**src/rtl/reg_file_sb_pkg.sv**
```systemverilog
// Shared helpers for the reg_file_sb register file: address-width
// calculation and the byte-enable merge used by both write and bypass paths.
package reg_file_sb_pkg;

  localparam int MAX_WIDTH = 1024;
  localparam int MAX_BYTES = MAX_WIDTH / 8;

  function automatic int addr_width(input int depth);
    int w;
    w = 1;
    while ((1 << w) < depth) w++;
    return w;
  endfunction

  // Operates on the widest supported word; callers zero-extend and truncate.
  function automatic logic [MAX_WIDTH-1:0] byte_merge(
    input logic [MAX_WIDTH-1:0] old_word,
    input logic [MAX_WIDTH-1:0] new_word,
    input logic [MAX_BYTES-1:0] be
  );
    logic [MAX_WIDTH-1:0] merged;
    merged = old_word;
    for (int i = 0; i < MAX_BYTES; i++) begin
      if (be[i]) merged[8*i +: 8] = new_word[8*i +: 8];
    end
    return merged;
  endfunction

endpackage

```
**src/rtl/reg_file_scoreboard.sv**
```systemverilog
// Pending-write scoreboard: one busy bit per register, set by issue,
// cleared by writeback, with set winning when both hit the same register.
module reg_file_scoreboard
  import reg_file_sb_pkg::*;
#(
  parameter int DEPTH   = 32,
  parameter int NRD     = 2,
  parameter int ZERO_R0 = 1,
  localparam int AW     = addr_width(DEPTH)
) (
  input  logic              CLK,
  input  logic              RST,
  input  logic              SetBusy,
  input  logic [AW-1:0]     SAddr,
  input  logic              WE,
  input  logic [AW-1:0]     WAddr,
  input  logic [NRD*AW-1:0] RAddr,
  output logic [NRD-1:0]    Busy,
  output logic              AnyBusy
);

  logic [DEPTH-1:0] busy_reg;
  logic [DEPTH-1:0] busy_next;

  for (genvar gi = 0; gi < DEPTH; gi++) begin : g_bit
    logic set_hit;
    logic clr_hit;
    assign set_hit = SetBusy && (SAddr == AW'(gi)) && !(ZERO_R0 != 0 && gi == 0);
    assign clr_hit = WE && (WAddr == AW'(gi));
    assign busy_next[gi] = set_hit || (busy_reg[gi] && !clr_hit);
  end

  always_ff @(posedge CLK) begin
    if (RST) busy_reg <= '0;
    else     busy_reg <= busy_next;
  end

  // Registered state only: a same-cycle set or clear shows up next cycle.
  for (genvar gi = 0; gi < NRD; gi++) begin : g_rd
    assign Busy[gi] = busy_reg[RAddr[gi*AW +: AW]];
  end

  assign AnyBusy = |busy_reg;

endmodule

```
**src/rtl/reg_file_sb.sv**
```systemverilog
// Multi-port register file with byte-enable write, optional same-cycle
// write forwarding, optional hardwired-zero r0 and a busy scoreboard.
module reg_file_sb
  import reg_file_sb_pkg::*;
#(
  parameter int WIDTH   = 32,
  parameter int DEPTH   = 32,
  parameter int NRD     = 2,
  parameter int ZERO_R0 = 1,
  parameter int BYPASS  = 1,
  localparam int AW     = addr_width(DEPTH),
  localparam int NB     = WIDTH / 8
) (
  input  logic                 CLK,
  input  logic                 RST,
  input  logic                 WE,
  input  logic [AW-1:0]        WAddr,
  input  logic [WIDTH-1:0]     Data,
  input  logic [NB-1:0]        BE,
  input  logic [NRD*AW-1:0]    RAddr,
  output logic [NRD*WIDTH-1:0] Dout,
  input  logic                 SetBusy,
  input  logic [AW-1:0]        SAddr,
  output logic [NRD-1:0]       Busy,
  output logic                 AnyBusy
);

  logic [WIDTH-1:0] mem_reg [DEPTH];
  logic [WIDTH-1:0] wr_merged;
  logic             wr_ok;

  function automatic logic [WIDTH-1:0] merge_w(
    input logic [WIDTH-1:0] old_word,
    input logic [WIDTH-1:0] new_word,
    input logic [NB-1:0]    be
  );
    return WIDTH'(byte_merge(MAX_WIDTH'(old_word), MAX_WIDTH'(new_word), MAX_BYTES'(be)));
  endfunction

  assign wr_ok     = WE && !(ZERO_R0 != 0 && WAddr == '0);
  assign wr_merged = merge_w(mem_reg[WAddr], Data, BE);

  always_ff @(posedge CLK) begin
    if (RST) begin
      for (int i = 0; i < DEPTH; i++) mem_reg[i] <= '0;
    end else if (wr_ok) begin
      mem_reg[WAddr] <= wr_merged;
    end
  end

  for (genvar gi = 0; gi < NRD; gi++) begin : g_rd
    logic [AW-1:0]    ra;
    logic [WIDTH-1:0] stored;
    logic [WIDTH-1:0] fwd;
    assign ra     = RAddr[gi*AW +: AW];
    assign stored = mem_reg[ra];
    assign fwd    = (BYPASS != 0 && WE && WAddr == ra) ? merge_w(stored, Data, BE) : stored;
    // r0 masking sits after the forward mux so a write to r0 never leaks out.
    assign Dout[gi*WIDTH +: WIDTH] = (ZERO_R0 != 0 && ra == '0) ? '0 : fwd;
  end

  reg_file_scoreboard #(
    .DEPTH  (DEPTH),
    .NRD    (NRD),
    .ZERO_R0(ZERO_R0)
  ) u_scoreboard (
    .CLK    (CLK),
    .RST    (RST),
    .SetBusy(SetBusy),
    .SAddr  (SAddr),
    .WE     (WE),
    .WAddr  (WAddr),
    .RAddr  (RAddr),
    .Busy   (Busy),
    .AnyBusy(AnyBusy)
  );

endmodule

```
**config.mk**
```make
export PLATFORM = sky130hd
export DESIGN_NAME = reg_file_sb
export DESIGN_NICKNAME = d
export VERILOG_FILES = /design/src/rtl/reg_file_sb_pkg.sv /design/src/rtl/reg_file_scoreboard.sv /design/src/rtl/reg_file_sb.sv
export SDC_FILE = /design/constraint.sdc
export NUM_CORES = 2
export LEC_CHECK = 0
export ABC_AREA = 1
export CAP_MARGIN = 5
export CORE_MARGIN = 5
export CORE_UTILIZATION = 25
export DETAILED_ROUTE_END_ITERATION = 8
export DONT_BUFFER_PORTS = 1
export PLACE_DENSITY_LB_ADDON = 0.25
export SLEW_MARGIN = 40
export SYNTH_ARGS = -nofsm -noshare
export SYNTH_HDL_FRONTEND = slang
export SYNTH_SLANG_ARGS = --single-unit
```
**constraint.sdc**
```tcl
create_clock -name CLK -period 4.3 [get_ports CLK]
set_input_delay 1.29 -clock CLK [delete_from_list [all_inputs] [get_ports CLK]]
set_output_delay 1.29 -clock CLK [all_outputs]
set_load 0.01 [all_outputs]
```
Word level (Yosys, flattened, before mapping)
Memory sizes are Yosys's and may differ from the RTL's.
Cells that the tools add are included.
{"block": "totals", "ram_bits": 1024, "in_bits": 60, "register_bits": 32, "memories": 1}
{"name": "mem_reg", "depth": 32, "width": 32, "rd": 2, "rd_clocked_by_memory_dff": 0, "write_ports": 32, "line_no": "reg_file_sb.sv:28", "rtl": "logic [WIDTH-1:0] mem_reg [DEPTH];"}
{"block": "classes", "eq_ne": 68, "order_cmp": 2, "mux": 28, "reduce_logical": 171}
{"op": "$eq A5 B5 Y1 const B", "count": 32}
{"op": "$mux W32", "count": 5}
{"op": "$logic_and A1 B1 Y1", "count": 98}
{"op": "$mux W8", "count": 12}
{"op": "$eq A5 B4 Y1 const B", "count": 16}
{"op": "$reduce_or A32 Y1", "count": 2}
{"op": "$eq A5 B3 Y1 const B", "count": 8}
{"op": "$logic_not A1 Y1", "count": 33}
{"op": "$logic_or A1 B1 Y1", "count": 31}
{"op": "$eq A5 B2 Y1 const B", "count": 4}
{"op": "$logic_not A5 Y1", "count": 3}
{"op": "$lt A5 B6 Y1 const B", "count": 2}
{"op": "$bmux W1 S5", "count": 2}
{"op": "$eq A5 B1 Y1 const B", "count": 2}
{"op": "$eq A5 B5 Y1", "count": 2}
{"op": "$reduce_and A2 Y1", "count": 4}
{"op": "$mux W1", "count": 7}
{"op": "$mux W5", "count": 1}
{"op": "$mux W4", "count": 1}
{"op": "$ne A1 B1 Y1 const B", "count": 4}

Longest topological paths before layout
{"block": "logic_depth", "depth_word": 9, "ltp_mapped": 12, "depth_no_buf": 10}

Hierarchy
From an unflattened synthesis, not the netlist that was laid out.
{"block": "hier_totals", "cells_unflattened": 8522, "area_unflattened_um2": 63966.3}
{"mod": "reg_file_sb", "seq_area_each_um2": 30749.5, "area_per_inst_um2": 61833.1, "instances": 1, "cells_per_inst": 8153}
{"mod": "reg_file_scoreboard", "seq_area_each_um2": 640.6, "area_per_inst_um2": 2133.3, "instances": 1, "cells_per_inst": 369}

Least setup slack after synthesis
Ideal clock, no wire load.
{"block": "synth_timing", "kind": "input -> output", "from": "in RAddr[5]", "to": "out Dout[62]", "slack_ps": 507, "path_stages": 11, "arrival_time_ps": 2503, "required_ps": 3010, "cell_sequence": "buf_2 buf_4 buf_2 buf_2 nand2_1 nand3_1 nand3_1 nand3_1 nand3_1 nand3_1 a21oi_1"}
{"block": "synth_between", "elab_chain_cells": 4}
{"element": "start, declared", "line_no": "reg_file_sb.sv:20", "rtl": "input logic [NRD*AW-1:0] RAddr,"}
{"element": "$mem_v2 Z32 W32 or $eq A5 B5 Y1 (tied branches)"}
{"element": "$mux W8 or $logic_and A1 B1 Y1 (tied branches)", "line_no": "reg_file_sb_pkg.sv:24, reg_file_sb.sv:57"}
{"element": "$mux W32", "line_no": "reg_file_sb.sv:57", "rtl": "assign fwd = (BYPASS != 0 && WE && WAddr == ra) ? merge_w(stored, Data, BE) : stored;"}
{"element": "$mux W32 *", "line_no": "reg_file_sb.sv:59", "rtl": "assign Dout[gi*WIDTH +: WIDTH] = (ZERO_R0 != 0 && ra == '0) ? '0 : fwd;"}
{"element": "end, declared", "line_no": "reg_file_sb.sv:21", "rtl": "output logic [NRD*WIDTH-1:0] Dout,"}
Every way passes the cells marked *; elsewhere a longest branch is shown, timed or not.

Worst setup path in the final report
{"block": "layout_timing", "from": "in RAddr[5]", "to": "out Dout[63]"}
The elaborated chain is that of the path after synthesis.

==> flow_metrics.env <==
export IMPL_power_leakage_uw=0.0344
export IMPL_route_met3_wl_um=26800
export IMPL_top_layer="met4"
export IMPL_start_util_pct=25.1
export IMPL_cp_top_family="compound AO/OA/AOI/OAI gates"
export IMPL_gp_congestion=0.888
export IMPL_synth_seq_cells=1056
export IMPL_dieArea_mm2=0.260
export IMPL_setup_slack_ps=-837
export IMPL_grt_pass1_wl_um=384000
export IMPL_syn_avg_cell_area_um2=7.38
export IMPL_std_cell_rows=183
export IMPL_synth_top_area_share_pct=49.2
export IMPL_synth_cell_types=26
export IMPL_hpwl_um=169000
export IMPL_cts_buffers=119
export IMPL_crit_arrival_ps=3850
export IMPL_viasPerCell=5.10
export IMPL_netlist_top_cell_by_area="edfxtp_1"
export IMPL_io_pins=127
export IMPL_gr_total_overflow=0
export IMPL_power_share_combinational_pct=16.5
export IMPL_drv_slew=359
export IMPL_port_buffers=0
export IMPL_first_pass_iters=7
export IMPL_drive_gt1_share_pct=16.2
export IMPL_clockPowerShare_pct=39.1
export IMPL_worstSetupPathType="primary input to primary output"
export IMPL_clk_pin_slew_ps=60
export IMPL_p_int_uw=19200
export IMPL_fmax_mhz=195
export IMPL_htree_levels=3
export IMPL_clock_latency_ps=760
export IMPL_fin_crit_sh_pct=119
export IMPL_die_w_um=510
export IMPL_clk_path_buf_depth=3
export IMPL_ant_nets=0
export IMPL_crit_path_end_kind="primary output"
export IMPL_tightest_slew_ps=2060
export IMPL_core_mm2=0.249
export IMPL_syn_area_mm2=0.0625
export IMPL_hold_viol=0
export IMPL_p_per_area_mw_per_mm2=341
export IMPL_seqPwrFrac_pct=44.5
export IMPL_min_path_type="register to register"
export IMPL_largest_reg_flops=1024
export IMPL_cp_max_fo=583
export IMPL_crit_top_cell="nand3_1"
export IMPL_dr_wl_met2_um=121000
export IMPL_cp_num_buf_inv=1
export IMPL_grtUsageTotal_pct=19.7
export IMPL_fin_skew_ps=0
export IMPL_min_period_ps=5140
export IMPL_cts_sinks=1056
export IMPL_violations="slew limit, setup timing"
export IMPL_max_slew_margin_pct=-37.1
export IMPL_max_vdd_ir_drop_v=0.000349
export IMPL_synthToLayoutAreaGrowth_pct=26.3
export IMPL_crit_slowest_cell="o211ai_1"
export IMPL_cp_slowest_stage_delay_ps=680
export IMPL_rsz0062_at_grt="yes"
export IMPL_drc=0
export IMPL_net_switching_power_uw=7730
export IMPL_place_area_mm2=0.0677
export IMPL_cp_data_required_time_ps=3010
export IMPL_startpoint_type="primary input"
export IMPL_final_cell_area_mm2=0.0789
export IMPL_grt_max_degree=584
export IMPL_antenna_found_initial=9
export IMPL_wl_met1_um=119000
export IMPL_grt_pass1_vias=55855
export IMPL_setup_viol=66
export IMPL_cap_violations=0
export IMPL_final_core_util_pct=31.7
export IMPL_vias=60582
export IMPL_crit_chain="o211ai_1 -> nand3_1 -> nand3_1 -> nand3_2 -> nand2_4 -> a21oi_4 -> buf_4"
export IMPL_die_y_um=510
export IMPL_wl_per_cell_um=23.3
export IMPL_synth_cells=8464
export IMPL_drtIter0Drc=7863
export IMPL_status="finished, violations left"
export IMPL_wl_um=276000
export IMPL_cts_tree="done"
export IMPL_synth_top_cells_by_area="edfxtp_1 (49%), nand3_1 (15%), nand2_1 (15%)"
export IMPL_switching_share_pct=28.7
export IMPL_synth_seq_area_share_pct=50.2
export IMPL_clockRootBuffer="clkbuf_16"
export IMPL_ys_warnings_count=0
export IMPL_fin_nets=8498
-- stage by stage --
| step | hold slack [ps] | total power [µW] | std cells | setup TNS, ps | worst slack [ps] |
|---|---|---|---|---|---|
| floorplan | 448 | 14500 | 8495 | 0 | 507 |
| global route | 517 | 27800 | 11874 | -19710 | -551 |
| detailed placement | 481 | 15700 | 11538 | -8990 | -272 |
| global placement | 477 | 15600 | 11537 | -8190 | -326 |
| finish | 493 | 26900 | 11879 | -30450 | -837 |
| CTS | 490 | 26200 | 11778 | -330 | -56.7 |
-- layout make-up --
| class | count | area (µm²) |
|---|---|---|
| fill | 26285 | 170000 |
| tap | 3330 | 4170 |
| clock inverter | 82 | 771 |
| timing repair inverter | 3 | 90.1 |
| inverter | 1077 | 4170 |
| antenna | 8 | 20.0 |
| multi-input combinational | 5761 | 29300 |
| clock buffer | 142 | 3110 |
| timing repair buffer | 420 | 5860 |
| sequential | 1056 | 31400 |
-- synth_stat cells, drive strengths merged --
library cell,instances
nand2,2436
or2,4
nand4,3
nor3,7
edfxtp,1024
conb,1
o211ai,78
o21ai,39
dfxtp,32
nor2,1142
o221ai,12
a21oi,105
o22ai,6
inv,1073
clkinv,4
buf,304
clkbuf,297
nand3,1889
nor4,8
-- power by group through the flow --
| stage | registers [µW] | logic [µW] | clock network [µW] |
|---|---|---|---|
| after floorplan | 12100 | 2380 | 0 |
| after global placement | 12200 | 3470 | 0 |
| after detailed placement | 12200 | 3480 | 0 |
| after CTS | 12000 | 3660 | 10600 |
| after global routing | 12000 | 4690 | 11100 |
| final | 12000 | 4430 | 10500 |
-- path summary, 6_finish.rpt --
kind | slack, ps | start | cells past startpoint | end
max reg2reg | 3590 | u_scoreboard.busy_reg[0] | 2 | u_scoreboard.busy_reg[0]
min | 490 | u_scoreboard.busy_reg[26] | 2 | u_scoreboard.busy_reg[26]
max | -840 | RAddr[5] | 7 | Dout[63]
min reg2reg | 490 | u_scoreboard.busy_reg[26] | 2 | u_scoreboard.busy_reg[26]
-- tightest hold or removal path, cell delays in order, from the launching register on --
cell     delay [ps]
dfxtp_1         330
nand2_1          70
a21oi_1          50
-- kinds of logic after synthesis --
family,Yosys count,synth area share (%)
buffers and inverters,1678,10.6
AOI/OAI and AO/OA,240,2.32
and+or+nand+nor,5489,36.9
DFF,1056,50.2
other,1,0.00600
-- layer usage --
| layer | vias to the layer above | GRT usage [%] |
|---|---|---|
| met4 | 0 | 6.44 |
| met5 | - | 0 |
| met2 | 3228 | 29.7 |
| met1 | 29657 | 27.9 |
| met3 | 490 | 4.14 |
| li1 | 27207 | - |
-- placed cells by master, fill, tap and decap left out, types with 51 or more instances in the layout --
cell type	count
buf_4	205
clkbuf_16	160
inv_1	1046
o211ai_1	78
nand2_2	51
nand3_4	105
buf_12	90
nor2_1	1132
nand3_1	1305
nand2_1	2356
nand3_2	479
edfxtp_1	1024
-- what timing repair did --
action                     in CTS  in global routing
resized for setup             209                881
hold buffers                    0                  0
gates cloned                   10                 43
setup endpoints to repair      65                 66
pin swaps                      25                290
buffers inserted                6                 53
Note: power is estimated with default switching activity, not from simulation.
